--- config.mk ---
export PLATFORM = sky130hd
export DESIGN_NAME = reg_bank
export DESIGN_NICKNAME = d
export VERILOG_FILES = /design/src/rtl/rv_core_pkg.sv /design/src/rtl/reg_bank_rdport.sv /design/src/rtl/reg_bank.sv
export SDC_FILE = /design/constraint.sdc
export NUM_CORES = 1
export LEC_CHECK = 0
export CELL_PAD_IN_SITES_DETAIL_PLACEMENT = 0
export CELL_PAD_IN_SITES_GLOBAL_PLACEMENT = 1
export CORE_MARGIN = 4
export CORE_UTILIZATION = 44
export DETAILED_ROUTE_END_ITERATION = 6
export PLACE_DENSITY_LB_ADDON = 0.05
export SYNTH_ARGS = -nofsm -noshare
export SYNTH_HDL_FRONTEND = slang
export SYNTH_SLANG_ARGS = --single-unit
--- constraint.sdc ---
create_clock -name clk -period 2.4 [get_ports clk]
set_clock_uncertainty 0.05 [all_clocks]
set_input_delay 0.6 -clock clk [delete_from_list [all_inputs] [get_ports clk]]
set_output_delay 0.6 -clock clk [all_outputs]
set_load 0.03 [all_outputs]
--- src/rtl/rv_core_pkg.sv ---
// rv_core_pkg: constants and typedefs shared across the single-cycle RISC
// datapath. The register bank takes its default widths from here.
//   REG_DATA_W : register / data-port width (32)
//   REG_ADDR_W : register address width (3, giving 8 registers)
//   reg_addr_t : register address type
//   reg_data_t : register data type
package rv_core_pkg;

  localparam int REG_DATA_W = 32;
  localparam int REG_ADDR_W = 3;

  typedef logic [REG_ADDR_W-1:0] reg_addr_t;
  typedef logic [REG_DATA_W-1:0] reg_data_t;

endpackage : rv_core_pkg

--- src/rtl/reg_bank_rdport.sv ---
// reg_bank_rdport: one asynchronous read port of the register bank.
// Selects one of 2**ADDR_W registers and applies the register-0 zero forcing.
// Optional feature macro: REG_BANK_BYPASS_EN. When it is defined, a pending
// write to the addressed register is forwarded to the output in the same
// cycle. When it is not defined, the write-side ports do not exist, so there
// is no path from the write data to this output.
// Ports:
//   regs_i   : flattened register contents, entry k is at regs_i[k]
//   raddr_i  : read address
//   we_i     : write enable (bypass builds only)
//   rst_i    : synchronous reset (bypass builds only)
//   waddr_i  : write address (bypass builds only)
//   wdata_i  : write data (bypass builds only)
//   rdata_o  : read data, combinational
module reg_bank_rdport
  import rv_core_pkg::*;
#(
  parameter int DATA_W  = REG_DATA_W,
  parameter int ADDR_W  = REG_ADDR_W,
  parameter bit ZERO_R0 = 1'b1
) (
  input  logic [(2**ADDR_W)-1:0][DATA_W-1:0] regs_i,
  input  logic [ADDR_W-1:0]                  raddr_i,
`ifdef REG_BANK_BYPASS_EN
  input  logic                               we_i,
  input  logic                               rst_i,
  input  logic [ADDR_W-1:0]                  waddr_i,
  input  logic [DATA_W-1:0]                  wdata_i,
`endif
  output logic [DATA_W-1:0]                  rdata_o
);

  always_comb begin
    rdata_o = regs_i[raddr_i];
`ifdef REG_BANK_BYPASS_EN
    // A reset in the same cycle discards the write, so it must not be
    // forwarded either.
    if (we_i && !rst_i && (raddr_i == waddr_i)) begin
      rdata_o = wdata_i;
    end
`endif
    // The hard-wired zero register has priority over the bypass.
    if (ZERO_R0 && (raddr_i == '0)) begin
      rdata_o = '0;
    end
  end

endmodule : reg_bank_rdport

--- src/rtl/reg_bank.sv ---
// reg_bank: 2**ADDR_W x DATA_W general-purpose register file with one
// synchronous write port and two combinational read ports.
// Optional feature macro: REG_BANK_BYPASS_EN (write-through bypass on reads).
// Ports:
//   clk            : clock, all state changes on the rising edge
//   rst            : synchronous active-high reset, clears every register
//   we             : write enable
//   waddr, wdata   : write address and data
//   raddr1, raddr2 : read addresses
//   rdata1, rdata2 : read data, combinational
module reg_bank
  import rv_core_pkg::*;
#(
  parameter int DATA_W  = REG_DATA_W,
  parameter int ADDR_W  = REG_ADDR_W,
  parameter bit ZERO_R0 = 1'b1
) (
  input  logic              clk,
  input  logic              rst,
  input  logic              we,
  input  logic [ADDR_W-1:0] waddr,
  input  logic [DATA_W-1:0] wdata,
  input  logic [ADDR_W-1:0] raddr1,
  input  logic [ADDR_W-1:0] raddr2,
  output logic [DATA_W-1:0] rdata1,
  output logic [DATA_W-1:0] rdata2
);

  localparam int NREG = 2**ADDR_W;

  logic [NREG-1:0][DATA_W-1:0] regs_q;
  logic [NREG-1:0][DATA_W-1:0] regs_d;

  always_comb begin
    regs_d = regs_q;
    if (we) begin
      regs_d[waddr] = wdata;
    end
    // A constant-zero register 0 lets synthesis remove its flops.
    if (ZERO_R0) begin
      regs_d[0] = '0;
    end
  end

  always_ff @(posedge clk) begin
    if (rst) begin
      regs_q <= '0;
    end else begin
      regs_q <= regs_d;
    end
  end

  // Both read ports are identical, so they are built from one loop.
  logic [1:0][ADDR_W-1:0] raddr_all;
  logic [1:0][DATA_W-1:0] rdata_all;

  assign raddr_all[0] = raddr1;
  assign raddr_all[1] = raddr2;
  assign rdata1       = rdata_all[0];
  assign rdata2       = rdata_all[1];

  for (genvar gi = 0; gi < 2; gi++) begin : g_rdport
    reg_bank_rdport #(
      .DATA_W  (DATA_W),
      .ADDR_W  (ADDR_W),
      .ZERO_R0 (ZERO_R0)
    ) u_rdport (
      .regs_i  (regs_q),
      .raddr_i (raddr_all[gi]),
`ifdef REG_BANK_BYPASS_EN
      .we_i    (we),
      .rst_i   (rst),
      .waddr_i (waddr),
      .wdata_i (wdata),
`endif
      .rdata_o (rdata_all[gi])
    );
  end

endmodule : reg_bank

Word level (Yosys, flattened, before mapping)
Index checks and enable logic that the tools add are counted.
{"block": "classes", "n_lt_le_gt_ge": 4, "reduce_logical": 3, "n_mux": 9}
{"operator": "bitwise mux 256 bit", "n": 1}
{"operator": "binary-select mux 32 bit (select 3 bit)", "n": 2}
{"operator": "2-to-1 mux 32 bit", "n": 5}
{"operator": "demux 32 bit (select 3 bit)", "n": 1}
{"operator": "less-than comparator 3 x 4 -> 1 bit, second input constant", "n": 3}
{"operator": "logical NOT 3 bit", "n": 2}
{"operator": "greater-or-equal comparator 3 x 1 -> 1 bit, second input constant", "n": 1}
{"operator": "logical AND 1 bit", "n": 1}
{"block": "totals", "wordCells": 24, "register_bits": 256, "output_inout_bits": 64, "in_bits": 44}

Logic depth before layout (Yosys ltp)
{"block": "logic_depth", "depth_word": 5, "ltp_mapped": 6, "ltp_nobuf": 3}

Modules after synthesis
From an unflattened synthesis, not the netlist that was laid out.
{"block": "hier_totals", "cells_unflattened": 1156, "hier_area_um2": 13387.8}
{"module": "reg_bank", "cells_each": 770, "seq_area_each_um2": 4484.3, "area_per_inst_um2": 8803.4, "n_inst": 1}
{"module": "reg_bank_rdport", "cells_each": 193, "seq_area_each_um2": 0.0, "area_per_inst_um2": 2292.2, "n_inst": 2}

Least setup slack after synthesis
Ideal clock, no wire load.
{"block": "synth_path", "kind": "in2out", "startpoint": "in raddr1[2]", "endpoint": "out rdata1[21]", "stages": 5, "n_path_buf": 3, "arrival_time_ps": 2029, "path_slack_ps": -279, "t_required_ps": 1750, "cell_sequence": "buf_2 -> and2_1 -> clkbuf_1 -> clkbuf_1 -> a221oi_1"}
{"block": "synth_via", "elab_chain_len": 3, "elab_cells_between_ends": 4, "cone_classes": "3 x mux; 1 x reduce/logical"}
{"item": "start, declared", "line": "reg_bank.sv:23", "source": "input logic [ADDR_W-1:0] raddr1,"}
{"item": "binary-select mux 32 bit (select 3 bit)", "line": "reg_bank_rdport.sv:34", "source": "rdata_o = regs_i[raddr_i];"}
{"item": "2-to-1 mux 32 bit (not written as such)", "line": "reg_bank_rdport.sv:34"}
{"item": "2-to-1 mux 32 bit *", "line": "reg_bank_rdport.sv:43", "source": "if (ZERO_R0 && (raddr_i == '0)) begin"}
{"item": "end, declared", "line": "reg_bank.sv:25", "source": "output logic [DATA_W-1:0] rdata1,"}
Mark *: on every way between the ends. The rest lies on a longest branch, timed or not. The select of a mux whose other input is x is not followed.

Worst setup path in the final report
{"block": "layout_path", "startpoint": "in raddr1[1]", "endpoint": "out rdata1[16]"}
Same word-level chain as after synthesis.

==> reports/qor_table.md <==
| Group | Parameter | This run |
|---|---|---|
| drt | Antenna Violating Nets Remaining | 0 |
| job | Max capacitance violation total | 0 |
| timing | Summed negative setup slack over all endpoints | -1537 ps |
| timing | Final Slew Violations | 0 |
| clocking | Number of clock sinks | 224 |
| floorplanning | Core box area | 26130 um2 |
| timing | Worst Slack Setup Final | -95.32 ps |
| logic synthesis | Area share of fa/ha/maj cells after synthesis | 0% |
| logic synthesis | Dominant combinational cell family by area after synthesis | compound AO/OA/AOI/OAI gates |
| global routing | Pin count of the biggest net entering global routing | 63 |
| global routing | First-pass GRT wire length | 65.41 mm |
| setup path | FF-to-FF Start | regs_q[42] |
| logic synthesis | Post-synth design cell area | 11750 um2 |
| floorplanning | Total I/O pin count | 108 |
| floorplanning | Die footprint | 29390 um2 |
| setup path | Critical path required time | 1750 ps |
| global routing | Overflow after GRT | 0 |
| clocking | TritonCTS clock tree | built |
| timing | Fin. Hold Viols | 0 |
| logic synthesis | FF+latch count, synth | 224 |
| logic synthesis | Synthesized-area fraction occupied by xor and xnor cells | 0% |
| global routing | Vias in the first global route | 10.98k |
| run status | Outcome | finished with violations |
| clocking | Total number of H-tree levels | 1 |
| worst hold path | Hold EP | regs_q[177] |
| layout | Area growth from synthesis to final layout | 40.23% |
| logic synthesis | Number of distinct standard cells referenced by the synthesized netlist | 24 |
| setup path | Reg2reg path depth | 2 |
| clocking | Buffer depth of the longest clock path | 3 |
| logic synthesis | Register area share after synthesis | 38.16% |
| logic synthesis | Synthesized instance count | 1375 |
| global routing | Initial antenna violation count | 1 |
| logic synthesis | Synthesized-area fraction occupied by and/or/nand/nor cells | 15.93% |
| setup path | R2r setup slk | 1620 ps |
| clocking | CTS clock-pin slew for the worst setup and hold paths | 60 ps |
| setup path | Library cell contributing the largest single delay on the critical path | mux2_4 |
| worst hold path | Worst Hold Depth | 2 |
| floorplanning | Horizontal extent of the die | 171.4 um |
| global routing | Total Routing Usage GR | 28.31% |
| setup path | Most common cell on crit path | buf_12 |
| setup path | Crit path arrival time | 1850 ps |
| layout | Util after Layout | 63.07% |
| pwr | Static leakage | 0.006117 uW |
| place | Port bufs | 107 |
| floorplanning | Std cell rows | 59 |
| drt | Routed vias | 10.92k |
| place | Final estimated routing congestion in global placement | 0.8169 |
| floorplanning | Initial cell density of the core | 44.97% |
| drt | Initial DRC Count | 793 |
| layout | Layout Nets | 1545 |
| pwr | Power per unit of standard cell area | 601.5 nW/um2 |
| layout | Fraction of final layout cells with drive strength greater than 1 | 28.55% |
| layout | Max reg flops | 224 |
| place | Total half-perimeter wirelength after legalization and detailed placement | 25.93 mm |
| run status | Violated checks | setup timing |
| timing | Setup repair after global routing missed its margin | yes |
| timing | Final worst path period share | 104.0% |
| clocking | Clock root buffer master | clkbuf_16 |
| setup path | Kind of capture point of the worst setup path | output port |
| logic synthesis | Synth Area per Inst | 8.547 um2 |
| setup path | Worst r2r dst | regs_q[42] |
| drt | DRC | 0 |
| timing | Worst slew margin relative to its limit | 63.17% |
| drt | First-pass DRT Iterations | 5 |
| logic synthesis | Synthesis Warnings | 0 |
| floorplanning | Height of the chip | 171.4 um |
| logic synthesis | Synthesized netlist net count | 1419 |
| drt | DRT Wirelength | 42.81 mm |
| setup path | Highest cell delay on the worst timing path | 310 ps |
| setup path | Cells along the critical path | buf_16, buf_12, mux2_4, a221oi_2, a221oi_1, buf_4, buf_12 |
| timing | Number of setup violations in the final report | 41 |
| worst hold path | Worst min-delay path startpoint | regs_q[177] |
| timing | Max Fclk | 400.7 MHz |
| worst hold path | Classification of the worst-slack hold path | register to register |
| timing | Fin crit period | 2495 ps |
| drt | Routed vias/inst | 5.885 |
| setup path | Launching element type of the critical path | input port |
| clocking | Number of buffers inserted during clock tree synthesis | 26 |
| clocking | Clk Latency, worst-skew pair | 530 ps |
| clocking | Cts hold-fix bufs | 0 |
| timing | Actual slew at the worst max-slew pin | 550.7 ps |
| setup path | Crit Path Category | input port to output port |
| drt | Drt wl/cell | 23.07 um |
| layout | Final Instance Count excl. Fillers | 1856 |
| logic synthesis | Fraction of the mapped netlist area in compound gates | 21.58% |
| place | Cell total after placement | 1785 |
| layout | Register bank with the most flops | regs_q |
| layout | Largest registers | regs_q: 224 flops |
| setup path | Largest fanout on the critical path | 7 |
| pwr | Maximum vdd ir drop | 0.5287 mV |
| logic synthesis | Multiplexer area fraction after synthesis | 17.03% |
-- worst max-delay path by stage --
stage / cells past startpoint / endpoint / slack (ps) / from
2_1_floorplan: 5 / rdata1[21] / -280 / raddr1[2]
3_3_place_gp: 6 / rdata1[23] / -510 / raddr1[2]
3_5_place_dp: 6 / rdata1[6] / -500 / raddr1[2]
4_1_cts: 7 / rdata1[15] / -100 / raddr1[1]
5_1_grt: 7 / rdata2[30] / -130 / raddr2[0]
6_report: 7 / rdata1[16] / -100 / raddr1[1]
-- Yosys cell counts --
master | number | share of area [%]
nor2b_2 | 1 | 0.075
nand4bb_1 | 3 | 0.29
nand4_1 | 1 | 0.053
and4b_1 | 3 | 0.26
buf_4 | 17 | 1.1
and4bb_1 | 3 | 0.32
buf_6 | 25 | 2.4
a221oi_2 | 41 | 5.2
buf_8 | 3 | 0.38
a21oi_2 | 10 | 0.75
a221oi_1 | 87 | 6.5
buf_2 | 41 | 1.7
nor2b_4 | 1 | 0.12
and2_1 | 2 | 0.11
nand4b_1 | 3 | 0.22
and4_1 | 1 | 0.075
mux2_1 | 64 | 6.1
a21oi_1 | 214 | 9.1
dfxtp_1 | 224 | 38
nand2_1 | 448 | 14
mux2i_1 | 128 | 11
clkbuf_1 | 52 | 1.7
nor2b_1 | 2 | 0.11
buf_1 | 1 | 0.032
-- cell families (layout without fill, tap and decap cells) --
kind of cell,after synthesis,in the layout
compound gates,352,352
buf+inv,139,282
flops,224,224
mux,192,192
other cells,0,1
simple gates,468,470
-- cells in the final DEF, fill, tap and decap left out, drive strengths merged --
master / n
a21oi: 224
a221oi: 128
and2: 4
and4: 1
and4b: 3
and4bb: 3
buf: 198
bufinv: 4
clkbuf: 36
clkdlybuf4s50: 36
clkinv: 8
dfxtp: 224
diode: 1
mux2: 64
mux2i: 128
nand2: 448
nand4: 1
nand4b: 3
nand4bb: 3
nor2b: 4
-- per-layer routing --
metal	vias to the layer above	GRT usage, %	wire length, um
met1	5313	38.95	19250
met5	-	0	0
li1	5166	-	-
met4	0	7.647	1151
met3	80	3.907	2377
met2	363	46.83	20030
-- cell type report --
class	count	area, um2
fillers	2190	9652
multi-input cells	1014	7784
flip-flops and latches	224	4488
repair buffers	235	2882
clock buffers	35	745.7
well taps	335	419.2
clock inverters	12	160.2
diodes	1	2.502
-- metrics by stage --
step / power (uW) / setup WS [ps] / hold slack [ps] / area (um2)
2_1_floorplan: 4783 / -278.6 / 394.5 / 12020
3_5_place_dp: 5451 / -500.7 / 408.9 / 13930
3_3_place_gp: 5440 / -507.1 / 402.9 / 13930
6_report: 9913 / -95.32 / 417.1 / 16480
4_1_cts: 9896 / -98.24 / 418.9 / 16170
5_1_grt: 10230 / -125.3 / 426.9 / 16480
-- timing repair --
item                       in CTS  in global routing
gates resized for setup       200                 46
gates cloned                    7                  1
pin swaps                      40                 25
setup endpoints to repair      64                 62
buffers inserted               15                  6
-- worst max-delay path: cells and delay by family --
family | cells | cell delay [ps]
AO/OA/AOI/OAI | 2 | 350
multiplexers | 1 | 310
buffers and inverters | 4 | 570
-- where the power goes --
part | total [uW] | leakage (uW) | internal, uW | switching [uW]
clock | 4230 | 0.000454 | 2600 | 1630
sequential | 3870 | 0.00181 | 3800 | 67.7
combinational | 1820 | 0.00385 | 793 | 1030
No activity file was read; power rests on OpenSTA's default activity.
==> RTL edit: new RTL, same flow settings <==
`ZERO_R0` is set to 1'b1 in 2 places; all go to 1'b0.
--- a/src/rtl/reg_bank_rdport.sv
+++ b/src/rtl/reg_bank_rdport.sv
@@ -18,5 +18,5 @@
   parameter int DATA_W  = REG_DATA_W,
   parameter int ADDR_W  = REG_ADDR_W,
-  parameter bit ZERO_R0 = 1'b1
+  parameter bit ZERO_R0 = 1'b0
 ) (
   input  logic [(2**ADDR_W)-1:0][DATA_W-1:0] regs_i,
--- a/src/rtl/reg_bank.sv
+++ b/src/rtl/reg_bank.sv
@@ -14,5 +14,5 @@
   parameter int DATA_W  = REG_DATA_W,
   parameter int ADDR_W  = REG_ADDR_W,
-  parameter bit ZERO_R0 = 1'b1
+  parameter bit ZERO_R0 = 1'b0
 ) (
   input  logic              clk,
Formal check against the unedited RTL: not equivalent (a bounded check fails within 4 cycles, from zero or initial values and one cycle with rst high).
==> RTL edit against the unedited design <==
  * The run still ends with negative setup slack left
  * Setup slack got worse by 0.12 ns
  * Cell count rose by 3.6%
  * Total power rose by 0.92%
  * Die area rose by 13%
  * Sequential cell count rose by 32
  * Synthesized area rose by 13%
  * Cell area rose by 3.1%
  * Routed wire length rose by 0.57%
  * Critical path type unchanged
  * Largest power group is now sequential cells
  * Highest routed layer unchanged
==> RTL edit: results (changes against the unedited design) <==
GRT
  • Met3 usage: 3.57% (was 3.91%)
  • Pin count of the biggest net entering global routing: 70 (was 63)
  • Gr usage total: 25.7% (was 28.3%)
  • Routing usage on met2: 42.7% (was 46.8%)
  • Via count of the first global-routing pass: 10716 (was 10984)
  • Global-route wire length before repair: 66300 um (was 65400 um)

Placement
  • Place WS: -0.711 ns (was -0.501 ns)
  • Inst Count DP: 1817 (was 1785)
  • RePlAce Congestion: 0.777 (was 0.817)

Power
  • Comb power frac: 13.5% (was 18.4%)
  • Clock group: 4.24 mW (was 4.23 mW)
  • Pint: 7.52 mW (was 7.19 mW)

Logic synthesis
  • Post-synth cell types: 20 (was 24)
  • Commonest cells in the netlist: 512 x nand2_1, 256 x a21oi_1, 256 x dfxtp_1 (was 448 x nand2_1, 224 x dfxtp_1, 214 x a21oi_1)
  • Post-Synthesis Cells: 1391 (was 1375)

Layout
  • Nets: 1558 (was 1545)
  • Top flop regs: regs_q x256 (was regs_q x224)
  • Share of post-route cells with drive strength above 1: 30.8% (was 28.6%)

Timing
  • Final setup violation count: 63 (was 41)
  • Final hold slack: 0.384 ns (was 0.417 ns)
  • Setup tns final: -8.46 ns (was -1.54 ns)
  • Setup WS post-layout: -0.220 ns (was -0.0953 ns)

Worst hold path
  • Min-Delay Endpoint: regs_q[27]$_SDFFE_PP0P_ (was regs_q[177]$_SDFFE_PP0P_)
  • Hold Path Class: input pin to register (was register to register)

Worst setup path
  • Critical path arrival: 1.97 ns (was 1.85 ns)
  • Slowest stage delay, CP: 0.49 ns (was 0.31 ns)
  • Worst R2R End: regs_q[202]$_SDFFE_PP0P_ (was regs_q[42]$_SDFFE_PP0P_)
  • Critical path origin: raddr2[0] (was raddr1[1])
  • Reg2reg setup slack: 1.67 ns (was 1.62 ns)
  • Top delay family on crit path: multiplexers (was buffers and inverters)

Status
  • Failing checks: negative setup slack (unchanged)
  • Status: finished, violations left (unchanged)

Drt
  • Met3 wire len: 2250 um (was 2380 um)
  • DRT iter0 DRCs: 890 (was 793)
  • Wl on met1: 19100 um (was 19200 um)
RTL edit: final cells by class:
| type | count | area, um^2 |
|---|---|---|
| Fill cell | 2628 | 12700 |
| Multi-Input combinational cell | 976 | 7260 |
| Sequential cell | 256 | 5150 |
| Timing Repair Buffer | 251 | 3190 |
| Clock buffer | 46 | 890 |
| Tap cell | 390 | 488 |
| Clock inverter | 2 | 13.8 |
| Antenna cell | 1 | 2.50 |
RTL edit: kinds of logic (layout without fill, tap and decap cells):
kind of cell | count (synthesis) | count (layout) | synth area share [%]
mux | 192 | 192 | 29.2
flops | 256 | 256 | 38.5
simple gates | 528 | 528 | 15.8
buf+inv | 159 | 299 | 6.91
other cells | 0 | 1 | 0
compound gates | 256 | 256 | 9.62
RTL edit: timing repair:
action	4_1_cts	5_1_grt
hold buffers	0	0
gates resized for setup	484	33
buffers inserted	39	13
cloned	12	1
setup endpoints to repair	64	64
